### src/rtl/video_timing_gen_pkg.sv
// rtl/video_timing_gen_pkg.sv - timing record type, reset-time mode constants and limit helpers
//   exports: tval_t/tsum_t, axis_t, mode_t, limits_t, make_axis, axis_total, axis_limits, axis_legal
package video_timing_gen_pkg;

  // Record fields are wider than any supported axis.
  // The sums below keep two extra bits, so adding four full-width fields cannot wrap.
  localparam int TW = 16;

  typedef logic [TW-1:0] tval_t;
  typedef logic [TW+1:0] tsum_t;

  // pre_sync is front (h) / bottom (v); post_sync is back (h) / top (v)
  typedef struct packed {
    tval_t display;
    tval_t pre_sync;
    tval_t sync;
    tval_t post_sync;
  } axis_t;

  typedef struct packed {
    axis_t h;
    axis_t v;
  } mode_t;

  typedef struct packed {
    tval_t max;
    tval_t sync_start;
    tval_t sync_end;
  } limits_t;

  localparam int DEF_H_DISPLAY = 256;
  localparam int DEF_H_FRONT   = 7;
  localparam int DEF_H_SYNC    = 23;
  localparam int DEF_H_BACK    = 23;
  localparam int DEF_V_DISPLAY = 256;
  localparam int DEF_V_BOTTOM  = 14;
  localparam int DEF_V_SYNC    = 3;
  localparam int DEF_V_TOP     = 5;

  function automatic axis_t make_axis(input int display, input int pre_sync,
                                      input int sync, input int post_sync);
    axis_t a;
    a.display   = tval_t'(display);
    a.pre_sync  = tval_t'(pre_sync);
    a.sync      = tval_t'(sync);
    a.post_sync = tval_t'(post_sync);
    return a;
  endfunction

  function automatic tsum_t axis_total(input axis_t a);
    return tsum_t'(a.display) + tsum_t'(a.pre_sync) + tsum_t'(a.sync) + tsum_t'(a.post_sync);
  endfunction

  function automatic limits_t axis_limits(input axis_t a);
    limits_t l;
    tsum_t   start_w;
    start_w      = tsum_t'(a.display) + tsum_t'(a.pre_sync);
    l.max        = tval_t'(axis_total(a) - tsum_t'(1));
    l.sync_start = tval_t'(start_w);
    l.sync_end   = tval_t'(start_w + tsum_t'(a.sync) - tsum_t'(1));
    return l;
  endfunction

  // A total of exactly 2^bits is legal: the counter's max is then all ones.
  function automatic logic axis_legal(input axis_t a, input int bits);
    return (a.display != '0) && (a.sync != '0) && (axis_total(a) <= (tsum_t'(1) << bits));
  endfunction

endpackage

### src/rtl/video_timing_gen_if.sv
// rtl/video_timing_gen_if.sv - timing-mode offer channel
//   master: drives cfg_valid and the eight cfg_* fields; sees cfg_ready and cfg_err
//   slave : the generator side of the same signals
interface video_timing_gen_if #(
  parameter int H_BITS = 9,
  parameter int V_BITS = 9
);
  logic              cfg_valid;
  logic              cfg_ready;
  logic              cfg_err;
  logic [H_BITS-1:0] cfg_h_display;
  logic [H_BITS-1:0] cfg_h_front;
  logic [H_BITS-1:0] cfg_h_sync;
  logic [H_BITS-1:0] cfg_h_back;
  logic [V_BITS-1:0] cfg_v_display;
  logic [V_BITS-1:0] cfg_v_bottom;
  logic [V_BITS-1:0] cfg_v_sync;
  logic [V_BITS-1:0] cfg_v_top;

  modport master (
    output cfg_valid, cfg_h_display, cfg_h_front, cfg_h_sync, cfg_h_back,
           cfg_v_display, cfg_v_bottom, cfg_v_sync, cfg_v_top,
    input  cfg_ready, cfg_err
  );

  modport slave (
    input  cfg_valid, cfg_h_display, cfg_h_front, cfg_h_sync, cfg_h_back,
           cfg_v_display, cfg_v_bottom, cfg_v_sync, cfg_v_top,
    output cfg_ready, cfg_err
  );
endinterface

### src/rtl/video_timing_gen_timing_axis.sv
// rtl/video_timing_gen_timing_axis.sv - one raster axis: position counter plus sync/blank decode
//   in : clk, reset (async, active-low), step (advance one position), cfg (axis timing record)
//   out: pos, sync (registered, POL when active), blank, at_max
module video_timing_gen_timing_axis
  import video_timing_gen_pkg::*;
#(
  parameter int BITS = 9,
  parameter bit POL  = 1'b1
) (
  input  logic            clk,
  input  logic            reset,
  input  logic            step,
  input  axis_t           cfg,
  output logic [BITS-1:0] pos,
  output logic            sync,
  output logic            blank,
  output logic            at_max
);

  logic [BITS-1:0] pos_q, pos_d;
  logic            sync_q, sync_d;
  limits_t         lim;
  tval_t           pos_ext;
  tval_t           next_ext;

  always_comb begin
    lim      = axis_limits(cfg);
    pos_ext  = tval_t'(pos_q);
    at_max   = (pos_ext == lim.max);
    blank    = (pos_ext >= cfg.display);
    pos_d    = pos_q;
    sync_d   = sync_q;
    next_ext = '0;
    if (step) begin
      pos_d    = at_max ? '0 : pos_q + BITS'(1);
      next_ext = tval_t'(pos_d);
      // Decoding the next position lets sync line up with pos in the same cycle.
      sync_d   = ((next_ext >= lim.sync_start) && (next_ext <= lim.sync_end)) ? POL : ~POL;
    end
  end

  always_ff @(posedge clk or negedge reset) begin
    if (!reset) begin
      pos_q  <= '0;
      sync_q <= ~POL;
    end else begin
      pos_q  <= pos_d;
      sync_q <= sync_d;
    end
  end

  assign pos  = pos_q;
  assign sync = sync_q;

endmodule

### src/rtl/video_timing_gen.sv
// rtl/video_timing_gen.sv - runtime-reprogrammable raster timing generator
//   in : clk, reset (async, active-low), cfg (slave side of the mode offer channel)
//   out: pix_ce, hpos, vpos, hsync, vsync, hblank, vblank, display_on, line_start, frame_start
module video_timing_gen
  import video_timing_gen_pkg::*;
#(
  parameter int H_BITS    = 9,
  parameter int V_BITS    = 9,
  parameter int H_DISPLAY = DEF_H_DISPLAY,
  parameter int H_FRONT   = DEF_H_FRONT,
  parameter int H_SYNC    = DEF_H_SYNC,
  parameter int H_BACK    = DEF_H_BACK,
  parameter int V_DISPLAY = DEF_V_DISPLAY,
  parameter int V_BOTTOM  = DEF_V_BOTTOM,
  parameter int V_SYNC    = DEF_V_SYNC,
  parameter int V_TOP     = DEF_V_TOP,
  parameter bit HSYNC_POL = 1'b1,
  parameter bit VSYNC_POL = 1'b1,
  parameter int PIX_DIV   = 1
) (
  input  logic              clk,
  input  logic              reset,
  video_timing_gen_if.slave cfg,
  output logic              pix_ce,
  output logic [H_BITS-1:0] hpos,
  output logic [V_BITS-1:0] vpos,
  output logic              hsync,
  output logic              vsync,
  output logic              hblank,
  output logic              vblank,
  output logic              display_on,
  output logic              line_start,
  output logic              frame_start
);

  localparam int               DIV_W    = (PIX_DIV > 1) ? $clog2(PIX_DIV) : 1;
  localparam logic [DIV_W-1:0] DIV_LAST = DIV_W'(PIX_DIV - 1);
  localparam mode_t DEFAULT_MODE = '{
    h: make_axis(H_DISPLAY, H_FRONT, H_SYNC, H_BACK),
    v: make_axis(V_DISPLAY, V_BOTTOM, V_SYNC, V_TOP)
  };

  logic [DIV_W-1:0] div_q, div_d;
  logic             pending_q, pending_d;
  logic             err_q, err_d;
  mode_t            shadow_q, shadow_d;
  mode_t            active_q, active_d;
  mode_t            offered;
  logic             legal;
  logic             accept;
  logic             frame_wrap;
  logic             h_at_max, v_at_max;

  assign pix_ce = (div_q == DIV_LAST);

  always_comb begin
    div_d                = pix_ce ? '0 : div_q + DIV_W'(1);
    offered              = '0;
    offered.h.display    = tval_t'(cfg.cfg_h_display);
    offered.h.pre_sync   = tval_t'(cfg.cfg_h_front);
    offered.h.sync       = tval_t'(cfg.cfg_h_sync);
    offered.h.post_sync  = tval_t'(cfg.cfg_h_back);
    offered.v.display    = tval_t'(cfg.cfg_v_display);
    offered.v.pre_sync   = tval_t'(cfg.cfg_v_bottom);
    offered.v.sync       = tval_t'(cfg.cfg_v_sync);
    offered.v.post_sync  = tval_t'(cfg.cfg_v_top);
    legal      = axis_legal(offered.h, H_BITS) && axis_legal(offered.v, V_BITS);
    accept     = cfg.cfg_valid && !pending_q;
    frame_wrap = pix_ce && h_at_max && v_at_max;
    pending_d  = pending_q;
    shadow_d   = shadow_q;
    active_d   = active_q;
    err_d      = 1'b0;
    // A pending mode only swaps in as the beam returns to (0,0), so frames are never torn.
    // accept needs !pending_q, so it can never coincide with this swap.
    if (pending_q && frame_wrap) begin
      active_d  = shadow_q;
      pending_d = 1'b0;
    end
    if (accept) begin
      if (legal) begin
        pending_d = 1'b1;
        shadow_d  = offered;
      end else begin
        err_d = 1'b1;
      end
    end
  end

  always_ff @(posedge clk or negedge reset) begin
    if (!reset) begin
      div_q     <= '0;
      pending_q <= 1'b0;
      err_q     <= 1'b0;
      shadow_q  <= DEFAULT_MODE;
      active_q  <= DEFAULT_MODE;
    end else begin
      div_q     <= div_d;
      pending_q <= pending_d;
      err_q     <= err_d;
      shadow_q  <= shadow_d;
      active_q  <= active_d;
    end
  end

  video_timing_gen_timing_axis #(.BITS(H_BITS), .POL(HSYNC_POL)) u_h_axis (
    .clk    (clk),
    .reset  (reset),
    .step   (pix_ce),
    .cfg    (active_q.h),
    .pos    (hpos),
    .sync   (hsync),
    .blank  (hblank),
    .at_max (h_at_max)
  );

  video_timing_gen_timing_axis #(.BITS(V_BITS), .POL(VSYNC_POL)) u_v_axis (
    .clk    (clk),
    .reset  (reset),
    .step   (pix_ce && h_at_max),
    .cfg    (active_q.v),
    .pos    (vpos),
    .sync   (vsync),
    .blank  (vblank),
    .at_max (v_at_max)
  );

  assign cfg.cfg_ready = !pending_q;
  assign cfg.cfg_err   = err_q;
  assign display_on    = !hblank && !vblank;
  assign line_start    = pix_ce && (hpos == '0);
  assign frame_start   = line_start && (vpos == '0);

endmodule

### src/flat_wrapper.sv
// flat-port wrapper written by rule: the top's interface ports become plain ports
module video_timing_gen_flat import video_timing_gen_pkg::*;
#(
  parameter int H_BITS    = 9,
  parameter int V_BITS    = 9,
  parameter int H_DISPLAY = DEF_H_DISPLAY,
  parameter int H_FRONT   = DEF_H_FRONT,
  parameter int H_SYNC    = DEF_H_SYNC,
  parameter int H_BACK    = DEF_H_BACK,
  parameter int V_DISPLAY = DEF_V_DISPLAY,
  parameter int V_BOTTOM  = DEF_V_BOTTOM,
  parameter int V_SYNC    = DEF_V_SYNC,
  parameter int V_TOP     = DEF_V_TOP,
  parameter bit HSYNC_POL = 1'b1,
  parameter bit VSYNC_POL = 1'b1,
  parameter int PIX_DIV   = 1
)
  (clk, reset, pix_ce, hpos, vpos, hsync, vsync, hblank, vblank, display_on, line_start, frame_start, cfg_cfg_valid, cfg_cfg_h_display, cfg_cfg_h_front, cfg_cfg_h_sync, cfg_cfg_h_back, cfg_cfg_v_display, cfg_cfg_v_bottom, cfg_cfg_v_sync, cfg_cfg_v_top, cfg_cfg_ready, cfg_cfg_err);
  video_timing_gen_if #(.H_BITS(H_BITS), .V_BITS(V_BITS)) cfg_i ();
  input  logic clk;
  input  logic reset;
  output logic pix_ce;
  output logic [H_BITS-1:0] hpos;
  output logic [V_BITS-1:0] vpos;
  output logic hsync;
  output logic vsync;
  output logic hblank;
  output logic vblank;
  output logic display_on;
  output logic line_start;
  output logic frame_start;
  input wire logic [$bits(cfg_i.cfg_valid)-1:0] cfg_cfg_valid;
  input wire logic [$bits(cfg_i.cfg_h_display)-1:0] cfg_cfg_h_display;
  input wire logic [$bits(cfg_i.cfg_h_front)-1:0] cfg_cfg_h_front;
  input wire logic [$bits(cfg_i.cfg_h_sync)-1:0] cfg_cfg_h_sync;
  input wire logic [$bits(cfg_i.cfg_h_back)-1:0] cfg_cfg_h_back;
  input wire logic [$bits(cfg_i.cfg_v_display)-1:0] cfg_cfg_v_display;
  input wire logic [$bits(cfg_i.cfg_v_bottom)-1:0] cfg_cfg_v_bottom;
  input wire logic [$bits(cfg_i.cfg_v_sync)-1:0] cfg_cfg_v_sync;
  input wire logic [$bits(cfg_i.cfg_v_top)-1:0] cfg_cfg_v_top;
  output wire logic [$bits(cfg_i.cfg_ready)-1:0] cfg_cfg_ready;
  output wire logic [$bits(cfg_i.cfg_err)-1:0] cfg_cfg_err;
  assign cfg_i.cfg_valid = cfg_cfg_valid;
  assign cfg_i.cfg_h_display = cfg_cfg_h_display;
  assign cfg_i.cfg_h_front = cfg_cfg_h_front;
  assign cfg_i.cfg_h_sync = cfg_cfg_h_sync;
  assign cfg_i.cfg_h_back = cfg_cfg_h_back;
  assign cfg_i.cfg_v_display = cfg_cfg_v_display;
  assign cfg_i.cfg_v_bottom = cfg_cfg_v_bottom;
  assign cfg_i.cfg_v_sync = cfg_cfg_v_sync;
  assign cfg_i.cfg_v_top = cfg_cfg_v_top;
  assign cfg_cfg_ready = cfg_i.cfg_ready;
  assign cfg_cfg_err = cfg_i.cfg_err;
  video_timing_gen #(.H_BITS(H_BITS), .V_BITS(V_BITS), .H_DISPLAY(H_DISPLAY), .H_FRONT(H_FRONT), .H_SYNC(H_SYNC), .H_BACK(H_BACK), .V_DISPLAY(V_DISPLAY), .V_BOTTOM(V_BOTTOM), .V_SYNC(V_SYNC), .V_TOP(V_TOP), .HSYNC_POL(HSYNC_POL), .VSYNC_POL(VSYNC_POL), .PIX_DIV(PIX_DIV)) u_core (.clk(clk), .reset(reset), .cfg(cfg_i), .pix_ce(pix_ce), .hpos(hpos), .vpos(vpos), .hsync(hsync), .vsync(vsync), .hblank(hblank), .vblank(vblank), .display_on(display_on), .line_start(line_start), .frame_start(frame_start));
endmodule
### config.mk
export PLATFORM = sky130hd
export DESIGN_NAME = video_timing_gen_flat
export DESIGN_NICKNAME = d
export VERILOG_FILES = /design/src/rtl/video_timing_gen_pkg.sv /design/src/rtl/video_timing_gen_if.sv /design/src/rtl/video_timing_gen_timing_axis.sv /design/src/rtl/video_timing_gen.sv /design/src/flat_wrapper.sv
export SDC_FILE = /design/constraint.sdc
export NUM_CORES = 1
export LEC_CHECK = 0
export ABC_AREA = 1
export ABC_CLOCK_PERIOD_IN_PS = 11900
export CORE_UTILIZATION = 41
export DETAILED_ROUTE_END_ITERATION = 7
export DONT_BUFFER_PORTS = 1
export SYNTH_ARGS = -nofsm -noshare
export SYNTH_HDL_FRONTEND = slang
export SYNTH_SLANG_ARGS = --single-unit
### constraint.sdc
create_clock -name clk -period 11.9 [get_ports clk]
set_clock_uncertainty 0.15 [all_clocks]
set_input_delay 2.38 -clock clk [delete_from_list [all_inputs] [get_ports clk]]
set_output_delay 2.38 -clock clk [all_outputs]
set_load 0.05 [all_outputs]
# Word level (Yosys, flattened, before mapping)
# Index checks and enable logic that the tools add are counted.
[word_totals] mem_bits_rw=0 latchBits=0 mem_count=0 inputBits=75 out_inout_bits=28 rom_bits=0 word_cells=87 ff_bits=167
[op_classes] order_cmp=8 div_mod_pow=0 addsub=19 shift=0 mux=10 n_mul=0 eq_ne=2 n_bitwise=1 n_reduce_logical=24
[op_table] operator="$add 18x9->18" count=4
[op_table] operator="$sub 16x1->16 const B" count=4
[op_table] operator="$add 9x9->10" count=4
[op_table] operator="$le 18x10->1 const B" count=2
[op_table] operator="$reduce_bool 9->1" count=4
[op_table] operator="$add 16x9->16" count=2
[op_table] operator="$eq 9x16->1" count=2
[op_table] operator="$ge 9x16->1" count=2
[op_table] operator="$le 9x16->1" count=2
[op_table] operator="$add 10x9->11" count=2
[op_table] operator="$add 9x1->9 const B" count=2
[op_table] operator="$ge 9x9->1" count=2
[op_table] operator="$logic_not 9->1" count=2
[op_table] operator="$mux 9" count=2
[op_table] operator="$logic_and 1x1->1" count=14
[op_table] operator="$mux 1" count=8
[op_table] operator="$logic_not 1->1" count=3
[op_table] operator="$reduce_and 2->1" count=1
[op_table] operator="$add 1x1->1 const B" count=1
[op_table] operator="$not 1->1" count=1

# Longest topological paths before layout
[logic_depth] ltp_word=11 mapped_depth=46 mapped_depth_nobuf=44

# Hierarchy
# A second synthesis with hierarchy kept.
[unflattened] hier_cells=2235 hier_area_um2=16921.2
[modules_own_cells] module="video_timing_gen" cells_each=743 instances=1 area_each_um2=7752.4 seq_area_each_um2=3703.6
[modules_own_cells] module="video_timing_gen_timing_axis at u_core.u_h_axis" cells_each=776 instances=1 area_each_um2=4660.7 seq_area_each_um2=250.2
[modules_own_cells] module="video_timing_gen_timing_axis at u_core.u_v_axis" cells_each=716 instances=1 area_each_um2=4508.1 seq_area_each_um2=250.2

# Worst setup path before layout
# OpenSTA, ideal clock, no wires.
[synth_timing] path_kind="reg-to-output" startpoint="register u_core.u_h_axis.pos_q[0] (netlist: u_core.u_h_axis.pos[0])" endpoint="output port frame_start" arrival_time_ns=3.782 slack_ns=5.588 n_path_buf=0 path_stages_with_launch=6 path_cell_list="dfrtp_1 inv_1 ha_1 nand2_1 nor4_1 nor3b_1"
[synth_between] elab_chain_len=3
[synth_lines] item="start: declaration" line="video_timing_gen_timing_axis.sv:20" source="logic [BITS-1:0] pos_q, pos_d;"
[synth_lines] item="start signal: assignment" line="video_timing_gen_timing_axis.sv:47" source="pos_q <= pos_d;"
[synth_lines] item="$logic_not 9->1" line="video_timing_gen.sv:131" source="assign line_start = pix_ce && (hpos == '0);"
[synth_lines] item="$logic_and 1x1->1" line="video_timing_gen.sv:131"
[synth_lines] item="via line_start" line="flat_wrapper.sv:30" source="output logic line_start;"
[synth_lines] item="$logic_and 1x1->1" line="video_timing_gen.sv:132" source="assign frame_start = line_start && (vpos == '0);"
[synth_lines] item="end: declaration" line="flat_wrapper.sv:31" source="output logic frame_start;"
# The timed path passes the listed nets, and every way through them passes these cells.

# Worst setup path in the final report
[layout_timing] startpoint="register u_core.active_q[96] in the netlist's numbering" endpoint="register u_core.u_h_axis.sync_q (netlist: u_core.u_h_axis.sync)"
[layout_between] elab_chain_len=9 elab_cells_between_ends=11
[layout_lines] item="start: declaration" line="video_timing_gen.sv:47" source="mode_t active_q, active_d;"
[layout_lines] item="start signal: assignment" line="video_timing_gen.sv:102" source="active_q <= active_d;"
[layout_lines] item="$add 9x9->10 (*)" line="video_timing_gen_pkg.sv:51, video_timing_gen_pkg.sv:57"
[layout_lines] item="$add 10x9->11" line="video_timing_gen_pkg.sv:51, video_timing_gen_pkg.sv:60"
[layout_lines] item="$add 16x9->16" line="video_timing_gen_pkg.sv:51" source="return tsum_t'(a.display) + tsum_t'(a.pre_sync) + tsum_t'(a.sync) + tsum_t'(a.post_sync);"
[layout_lines] item="$sub 16x1->16" line="video_timing_gen_pkg.sv:58" source="l.max = tval_t'(axis_total(a) - tsum_t'(1));"
[layout_lines] item="$eq 9x16->1" line="video_timing_gen_timing_axis.sv:29" source="at_max = (pos_ext == lim.max);"
[layout_lines] item="$mux 9" line="video_timing_gen_timing_axis.sv:35" source="pos_d = at_max ? '0 : pos_q + BITS'(1);"
[layout_lines] item="$ge 9x16->1 or $le 9x16->1 (tied branches)" line="video_timing_gen_timing_axis.sv:38" source="sync_d = ((next_ext >= lim.sync_start) && (next_ext <= lim.sync_end)) ? POL : ~POL;"
[layout_lines] item="$logic_and 1x1->1 (*)" line="video_timing_gen_timing_axis.sv:38"
[layout_lines] item="$mux 1 (*)" line="video_timing_gen_timing_axis.sv:38"
[layout_lines] item="end signal: assignment" line="video_timing_gen_timing_axis.sv:45" source="sync_q <= ~POL;"
[layout_lines] item="end signal: assignment" line="video_timing_gen_timing_axis.sv:48" source="sync_q <= sync_d;"
[layout_lines] item="end: declaration" line="video_timing_gen_timing_axis.sv:21" source="logic sync_q, sync_d;"
# Every way passes the cells marked *; elsewhere a longest branch is shown, timed or not.
# A chain may end at the register's enable or synchronous reset.

==> metrics <==
Via density=4.94; Place WS=4420 ps; post-synthesis sequential area ratio=0.279; WL met2=16.8 mm; combinational power share=0.245; Mapped Nets=between 2,000 and 2,500; most frequent cells in the layout=627 x nand2_1, 511 x inv_1, 171 x nand4_1; RSZ-0062 raised after global routing=no; P_sw=0.541 mW; Worst slew margin=0.405; switch share=0.336; antenna-violating nets left=0; endpoints failing setup=0; routability cong.=0.871; Syn Inst Count=2,186; CTS Buffer Depth=2; Reg power frac=0.385; worst slew pin tran=892 ps; FF-to-FF path depth=41; Die Y=194 microns; Crit path depth=just over 40; Internal=1.07 mW; Post-synth EDFFs=0; CTS H-tree depth=4; postcts setup bufs=0; PostCTS Resize Cnt=0; core area=0.0359 sq mm; CP max stage cell=nor2_1; Synth Flop Type=dfrtp_1; Total Wirelength=38.6 mm; nets@finish=2,420; final hold viol count=0; max_cap viols=0; Clock Sinks=166; Seq cells post-synth=166; FFs w/ async S/R, synth=1.00; num rows=69; leading area contributor after synthesis=dfrtp_1; Final HPWL DP=30.3 mm; Final Max Slew Viols=0; Worst setup SP type=flop; Hold Path Stages=2; setup ws final=4310 ps; GRT Residual Overflow=0; drt first pass iters=5; Post-Route M1 WL=19.5 mm; CP Buf/Inv Count=11; starting DRC count in detailed routing=865; routed length on met3=1.72 mm; Post-Syn Area per Cell=6.90 sq um; initial antenna violation count=0; critical path capture point type=flop; IO buf count=0; crit path DAT=7780 ps; Yosys top cell area share=0.209; most common cell after layout, fill and taps aside=nand2_1; gr usage total=0.213; wire per inst=14.7 microns; highest metal used=met4; pin count of the biggest net entering global routing=167; Syn. warnings=0; Skew-Pair Late Insertion Delay=440 ps; HP Class=reg2reg; synth top area cells=dfrtp_1 21%, nand2_1 16%, ha_1 14%; final worst path period share=0.638; Worst-path clk slew=80 ps; first-pass GRT wire length=65.3 mm; vias in the first global route=12,600; LEAKAGE=9.45 nW; hold_buf cts=0; CTS root buf=clkbuf_16; Peak VDD IR=about 270 uV; Largest stage delay, worst path=600 ps; synthesized area=0.0151 sq mm; Die Wd=194 microns; min cycle time layout=7590 ps; CTS tree=done; Max Clock Freq=132 MHz; I/O Pins=103; CP required=~12,000 ps; TNS Setup=0 ps; DR vias=roughly 13,000; pwr dens=100 mW/mm^2; Clock power frac=0.370; post-synth cell types=~40; Antenna Cells=0; Die ar.=0.0376 sq mm; Crit Path Max Fanout=13; most frequent CP cell=inv_1; Critical Setup Path Class=reg2reg; Starting Density=0.420; drt drc=0; Area Overhead vs Synth=6.47%; CTS Buf Count=17; share of layout cells above drive strength 1=0.0453; status=completed; crit-path leading delay family=simple AND/OR/NAND/NOR gates
-- cell usage after synthesis, types with 2 or more instances --
| library cell | instances |
|---|---|
| nand3b_1 | 6 |
| nand4_1 | 171 |
| and2_1 | 2 |
| o21ai_0 | 26 |
| nand3_1 | 105 |
| nor3_1 | 23 |
| xor2_1 | 46 |
| a31oi_1 | 4 |
| nor4_1 | 5 |
| or2_2 | 2 |
| dfrtp_1 | 126 |
| ha_1 | 168 |
| buf_6 | 8 |
| inv_1 | 511 |
| buf_2 | 18 |
| a31o_2 | 2 |
| a21o_1 | 5 |
| a21boi_0 | 2 |
| fa_1 | 28 |
| nor2_1 | 86 |
| buf_4 | 2 |
| nand2_1 | 628 |
| o21bai_1 | 16 |
| a211oi_1 | 3 |
| clkbuf_1 | 31 |
| buf_1 | 7 |
| xnor2_1 | 24 |
| o211ai_1 | 3 |
| dfstp_2 | 40 |
| a21oi_1 | 77 |
-- layer usage --
layer,global-route usage,up-vias
li1,-,6789
met3,0.0404,33
met4,0.0550,0
met5,0,-
met1,0.306,5882
met2,0.328,245
-- per-stage QoR --
stage / instance area [sq um] / cells / util / power (mW) / hold WS (ps)
after floorplan: 15100 / 2186 / - / 0.948 / 292
after global routing: 16100 / 2623 / 0.447 / 1.71 / 326
after detailed placement: 15400 / 2591 / 0.430 / 1.02 / 304
final: 16100 / 2623 / 0.447 / 1.61 / 313
after CTS: 16100 / 2623 / 0.447 / 1.63 / 315
after global placement: 15400 / 2591 / 0.430 / 1.02 / 303
-- worst min-delay path, cell delays in order (launching register included) --
cell and delay [ps]:
dfstp_2 370, nand2_1 50, nand2_1 40
-- power groups by stage --
stage | Combinational [mW] | Clock (mW) | Sequential (mW)
after floorplan | 0.324 | 0 | 0.624
after global placement | 0.387 | 0 | 0.628
after detailed placement | 0.393 | 0 | 0.630
after CTS | 0.395 | 0.611 | 0.620
after global routing | 0.456 | 0.632 | 0.624
final | 0.395 | 0.595 | 0.620
-- path summary, 6_finish.rpt --
path / slack, ps / end / start
min: 310 / u_core.shadow_q[65] / u_core.shadow_q[65]
min in group asynchronous: 1490 / u_core.shadow_q[22] / reset
max reg2reg: 4310 / u_core.u_h_axis.sync / u_core.active_q[96]
min reg2reg: 310 / u_core.shadow_q[65] / u_core.shadow_q[65]
max: 4310 / u_core.u_h_axis.sync / u_core.active_q[96]
max in group asynchronous: 9670 / u_core.active_q[97] / reset
-- cells by family after synthesis --
logic type      count (synthesis)  share of synthesized area
flops                         166                      0.279
other cells                     1                   0.000249
compound gates                140                     0.0524
buf+inv                       579                      0.150
fa+ha+maj                     196                      0.176
xor+xnor                       70                     0.0406
simple gates                 1034                      0.302
-- flip-flops by register name (all words and copies together) (netlist names) --
register              count
u_core.active_q          72
u_core.shadow_q          72
u_core.u_h_axis.pos       9
u_core.u_v_axis.pos       9
u_core.cfg.cfg_err        1
u_core.pending_q          1
u_core.u_h_axis.sync      1
u_core.u_v_axis.sync      1
-- final cells by class --
type / instances / area (sq um)
clock buffer: 18 / 439
timing repair buffer: 10 / 75.1
tap: 461 / 577
sequential: 166 / 4210
fill: 3805 / 19900
clock inverter: 14 / 189
inverter: 513 / 1930
multi-input combinational: 1441 / 8650
Note: power is estimated with default switching activity, not from simulation.
